## src/rtl/mmio_timer.sv

```systemverilog
// Memory-mapped 64-bit machine timer (mtime/mtimecmp) with registered one-cycle reads and a level irq.
// Optional build macro MMIO_TIMER_SNAPSHOT_EN adds a MTIME_HI shadow latched by MTIME_LO reads.
module mmio_timer #(
   parameter logic [31:0] BASE_ADDR = 32'h0000_4000,
   parameter int unsigned PRESCALE  = 1
) (
   input  logic        clk,
   input  logic        rst_n,
   input  logic [31:0] data_addr,
   input  logic [31:0] data_wdata,
   input  logic [3:0]  data_wenable,
   output logic [31:0] data_rdata,
   output logic        irq
);

   typedef enum logic [2:0] {
      OFF_MTIME_LO    = 3'd0,
      OFF_MTIME_HI    = 3'd1,
      OFF_MTIMECMP_LO = 3'd2,
      OFF_MTIMECMP_HI = 3'd3,
      OFF_CTRL        = 3'd4,
      OFF_STATUS      = 3'd5,
      OFF_RSVD6       = 3'd6,
      OFF_RSVD7       = 3'd7
   } reg_off_e;

   localparam logic [15:0] PCNT_MAX = 16'(PRESCALE - 1);

   function automatic logic [31:0] merge_bytes(input logic [31:0] old_v,
                                                input logic [31:0] new_v,
                                                input logic [3:0]  be);
      logic [31:0] r;
      for (int i = 0; i < 4; i++) r[8*i +: 8] = be[i] ? new_v[8*i +: 8] : old_v[8*i +: 8];
      return r;
   endfunction

   logic [63:0] mtime_q, mtime_d, mtime_inc;
   logic [63:0] mtimecmp_q, mtimecmp_d;
   logic        en_q, en_d, ie_q, ie_d;
   logic [15:0] pcnt_q, pcnt_d;
   logic [31:0] rdata_q, rdata_d;
   logic        irq_q, irq_d;
   logic [31:0] hi_rd;
   logic        sel, wr, tick, pend;
   reg_off_e    offset;
   logic [1:0]  unused_addr_bits;

   assign unused_addr_bits = data_addr[1:0];
   assign sel    = (data_addr[31:5] == BASE_ADDR[31:5]);
   assign offset = reg_off_e'(data_addr[4:2]);
   assign wr     = sel && (|data_wenable);
   assign pend   = (mtime_q >= mtimecmp_q);
   assign tick   = en_q && (pcnt_q == PCNT_MAX);

`ifdef MMIO_TIMER_SNAPSHOT_EN
   logic [31:0] shadow_q, shadow_d;

   always_comb begin
      shadow_d = shadow_q;
      // A HI write must also refresh the shadow so a following HI read sees it.
      if (wr && offset == OFF_MTIME_HI) shadow_d = mtime_d[63:32];
      else if (sel && offset == OFF_MTIME_LO && data_wenable == 4'b0000) shadow_d = mtime_q[63:32];
   end

   always_ff @(posedge clk or negedge rst_n) begin
      if (!rst_n) shadow_q <= '0;
      else        shadow_q <= shadow_d;
   end

   assign hi_rd = shadow_q;
`else
   assign hi_rd = mtime_q[63:32];
`endif

   // NOTE: every output of this block gets a default first, so no path can infer a latch.
   always_comb begin
      pcnt_d     = '0;
      mtime_inc  = mtime_q + 64'(tick);
      mtime_d    = mtime_inc;
      mtimecmp_d = mtimecmp_q;
      en_d       = en_q;
      ie_d       = ie_q;
      rdata_d    = '0;
      irq_d      = ie_q & pend;

      if (en_q && !tick) pcnt_d = pcnt_q + 16'd1;

      // Strobed bytes override the increment; the rest keep the incremented value.
      if (wr) begin
         case (offset)
            OFF_MTIME_LO:    mtime_d[31:0]     = merge_bytes(mtime_inc[31:0], data_wdata, data_wenable);
            OFF_MTIME_HI:    mtime_d[63:32]    = merge_bytes(mtime_inc[63:32], data_wdata, data_wenable);
            OFF_MTIMECMP_LO: mtimecmp_d[31:0]  = merge_bytes(mtimecmp_q[31:0], data_wdata, data_wenable);
            OFF_MTIMECMP_HI: mtimecmp_d[63:32] = merge_bytes(mtimecmp_q[63:32], data_wdata, data_wenable);
            OFF_CTRL: if (data_wenable[0]) begin
               en_d = data_wdata[0];
               ie_d = data_wdata[1];
            end
            default: ;
         endcase
      end

      if (sel) begin
         case (offset)
            OFF_MTIME_LO:    rdata_d = mtime_q[31:0];
            OFF_MTIME_HI:    rdata_d = hi_rd;
            OFF_MTIMECMP_LO: rdata_d = mtimecmp_q[31:0];
            OFF_MTIMECMP_HI: rdata_d = mtimecmp_q[63:32];
            OFF_CTRL:        rdata_d = {30'd0, ie_q, en_q};
            OFF_STATUS:      rdata_d = {31'd0, pend};
            default:         rdata_d = '0;
         endcase
      end
   end

   // NOTE: state registers use non-blocking assignments so every flop samples pre-edge values.
   always_ff @(posedge clk or negedge rst_n) begin
      if (!rst_n) begin
         mtime_q    <= '0;
         mtimecmp_q <= '1;
         en_q       <= 1'b0;
         ie_q       <= 1'b0;
         pcnt_q     <= '0;
         rdata_q    <= '0;
         irq_q      <= 1'b0;
      end else begin
         mtime_q    <= mtime_d;
         mtimecmp_q <= mtimecmp_d;
         en_q       <= en_d;
         ie_q       <= ie_d;
         pcnt_q     <= pcnt_d;
         rdata_q    <= rdata_d;
         irq_q      <= irq_d;
      end
   end

   assign data_rdata = rdata_q;
   assign irq        = irq_q;

endmodule

```

## config.mk

```make
export PLATFORM = sky130hd
export DESIGN_NAME = mmio_timer
export DESIGN_NICKNAME = d
export VERILOG_FILES = /design/src/rtl/mmio_timer.sv
export SDC_FILE = /design/constraint.sdc
export NUM_CORES = 1
export LEC_CHECK = 0
export CORE_UTILIZATION = 45
export CTS_CLUSTER_DIAMETER = 40
export CTS_CLUSTER_SIZE = 30
export DETAILED_ROUTE_END_ITERATION = 7
export PLACE_DENSITY = 0.65
export SYNTH_ARGS = -nofsm -noshare
export SYNTH_HDL_FRONTEND = slang
export SYNTH_SLANG_ARGS = --single-unit
```

## constraint.sdc

```tcl
create_clock -name clk -period 4.15 [get_ports clk]
set_clock_uncertainty 0.1 [all_clocks]
set_input_delay 0.83 -clock clk [delete_from_list [all_inputs] [get_ports clk]]
set_output_delay 0.83 -clock clk [all_outputs]
set_load 0.1 [all_outputs]
```

==> reports/summary.txt <==
Longest Clk Path Bufs = 2
Vias in the first global route = 8579
# hold bufs at CTS = 0
Max Fclk = 302 MHz
Dpl hpwl = 21200 um
PD cells = 285 nW/um^2
Total core area = 22100 um^2
Sequential Power Share = 50.0%
Post-route ant nets = 0
Cts repair resizes = 0
Clock Root Buffer = clkbuf_16
DRC viols = 0
Clock power frac = 44.5%
Vias = 8672
Gr usage total = 25.3%
FF-to-FF setup slack = 840 ps
Max-cap violations = 0
Initial DRT Pass Iterations = 6
Fillcell total = 1999
Asr flop ratio synth = 100%
NumNets Final = 1363
Static leakage = 5.48 nW
PortBufs = 100
Worst slew margin = 34.3%
CTS clock-pin slew for the worst setup and hold paths = 70 ps
Clock period minus worst slack = 3310 ps
Switch Pwr = 798 uW
Number of synthesized flops with an enable pin = 0
RSZ-0062 raised after global routing = no
TritonCTS clock tree = built
Reg2reg end = mtime_q[52]
Switching Share = 22.9%
Worst Path Arrival = 3520 ps
CP endpoint = mtime_q[52]
Die width = 153 um
Area Growth Syn to Fin = 19.1%
R2R depth = 12
Crit-path max FO = 6
Most common cell after layout, fill and taps aside = nand2_1
Worst EP required = 4370 ps
Highest-count cells in the layout ignoring fill and taps = 154 x nand2_1, 115 x dfrtp_1, 99 x clkdlybuf4s50_1
# diodes = 0
CTS Sinks = 179
Final Slew Violations = 0
Launch point of the worst path = pcnt_q[0]
Main synth FF type = dfrtp_1
Drt initial violations = 622
Crit Path Class = reg -> reg
Worst Setup End Kind = register
Syn_nets = 1265
Antenna violations before repair = 0
Slew @ Worst Pin = 983 ps
Largest net degree at the start of global routing = 84
CTS buffer count = 17
Hold Path Class = in -> async
WL per Instance = 18.5 um
Die ar. = 23400 um^2
Outcome = finished clean
Synth Warn # = 0
Peak VDD IR = 0.000214 V
Routability cong. = 0.913
Rows = 54
Syn_area_per_cell = 9.12 um^2
Wire length of the first global-routing pass = 46300 um
Final wirelength = 28100 um
DR vias/cell = 5.71
Setup TNS = 0 ps
Int Pwr = 2.69 mW
Critical path launch point type = register
#FFs+latches synth = 179
Mapped Cells = 1127
Register area share after synthesis = 44.4%
Clock Latency Late Sink = 430 ps
Final setup violation count = 0
Post CTS Setup Buffer Count = 0
GR Overflow Total = 0
I/O pin total = 103
Die Height = 153 um
Combinational share of power = 5.4%
Synth Cell Area = 10300 um^2
Share of post-route cells with drive strength above 1 = 12.3%
Worst r2r src = pcnt_q[0]
Final worst hold slack = 360 ps
H-tree depth = 4
Final cycle utilization of the critical path = 79.7%
Synth cell types = 56
Initial Util = 46.5%
Final number of hold-violating endpoints = 0
==> Yosys cell counts, types with 2 or more instances <==
| cell | number | area, um^2 |
|---|---|---|
| and3_1 | 25 | 156 |
| xor2_1 | 51 | 447 |
| nor2_1 | 71 | 267 |
| nor4_1 | 16 | 100 |
| nor4_2 | 2 | 25.0 |
| xnor2_1 | 25 | 219 |
| a211oi_1 | 5 | 37.5 |
| inv_1 | 70 | 263 |
| dfrtp_1 | 115 | 2880 |
| mux2_2 | 5 | 56.3 |
| nand3_1 | 41 | 205 |
| nand2b_1 | 3 | 18.8 |
| nand4_1 | 33 | 206 |
| buf_2 | 7 | 35.0 |
| clkbuf_1 | 39 | 146 |
| nor3_2 | 5 | 50.1 |
| nor3_1 | 12 | 60.1 |
| buf_4 | 3 | 22.5 |
| and4_4 | 2 | 22.5 |
| nand4_2 | 2 | 25.0 |
| ha_1 | 68 | 851 |
| and4_1 | 15 | 131 |
| nor4b_1 | 3 | 26.3 |
| mux2i_1 | 4 | 40.0 |
| a21oi_1 | 80 | 400 |
| o21ai_0 | 87 | 435 |
| nand2_1 | 154 | 578 |
| dfstp_2 | 64 | 1680 |
| o21ai_1 | 30 | 150 |
| a22oi_1 | 63 | 473 |
| a21boi_0 | 2 | 15.0 |
==> critical path, cell delays in order, from the launching register on <==
cell	delay (ps)
dfrtp_1	430
inv_1	80
ha_1	130
nor4b_1	200
nand4_1	190
nor2_1	130
ha_1	240
ha_1	240
nand2_4	110
or4_1	750
nor3_4	250
xor2_1	80
mux2_2	260
==> power groups by stage <==
stage / clock network (mW) / registers [mW] / logic [mW]
global route: 1.67 / 1.75 / 0.206
CTS: 1.59 / 1.75 / 0.192
finish: 1.55 / 1.75 / 0.190
detailed placement: 0 / 1.78 / 0.191
floorplan: 0 / 1.78 / 0.0443
global placement: 0 / 1.78 / 0.191
==> through the flow <==
stage,setup WS (ps),std cells,power (mW),utilization [%],instance area [um^2]
floorplan,1160,1127,1.82,-,10300
global route,589,1518,3.62,55.4,12200
global placement,857,1486,1.97,52.8,11700
CTS,826,1518,3.53,55.4,12200
finish,843,1518,3.49,55.4,12200
detailed placement,754,1486,1.97,52.8,11700
==> state kept, by name (all words and copies together), names as in the netlist <==
name	flops
pcnt_q	16
en_q	1
data_rdata	32
mtimecmp_q	64
mtime_q	64
ie_q	1
irq	1
==> logic make-up after synthesis <==
group                    count (synthesis)  share of synthesized area, %
AO/OA/AOI/OAI                          274                          15.3
adder cells (fa/ha/maj)                 68                          8.28
AND/OR/NAND/NOR                        400                          19.8
XOR/XNOR                                76                          6.48
multiplexers                            10                          1.16
buffers and inverters                  120                          4.65
flip-flops                             179                          44.4
==> worst min path at each step <==
stage	startpoint	endpoint	slack, ps	depth (start not counted)
after floorplan	mtimecmp_q[1]	mtimecmp_q[1]	380	2
after CTS	rst_n	data_rdata[30]	390	1
after global placement	mtimecmp_q[47]	mtimecmp_q[47]	400	2
after detailed placement	mtimecmp_q[63]	mtimecmp_q[63]	410	2
final	rst_n	data_rdata[30]	360	1
after global routing	rst_n	data_rdata[30]	420	1
==> routing by layer <==
metal  routed length, um  track usage, %  vias to the layer above
met5                   0               0                        -
met4                 483            7.36                        0
met3                1470            3.94                       32
met2               13000            40.4                      247
met1               13100            35.4                     4221
li1                    -               -                     4172
==> final cells by class <==
type / count / area, um^2 / area share (%)
Clock buffer: 21 / 460 / 3.76
Clock inverter: 11 / 104 / 0.849
Inverter: 70 / 263 / 2.15
Multi-Input combinational cell: 828 / 5260 / 43.0
Sequential cell: 179 / 4560 / 37.3
Tap cell: 280 / 350 / 2.86
Timing Repair Buffer: 129 / 1240 / 10.2
(Power assumes the default switching activity.)
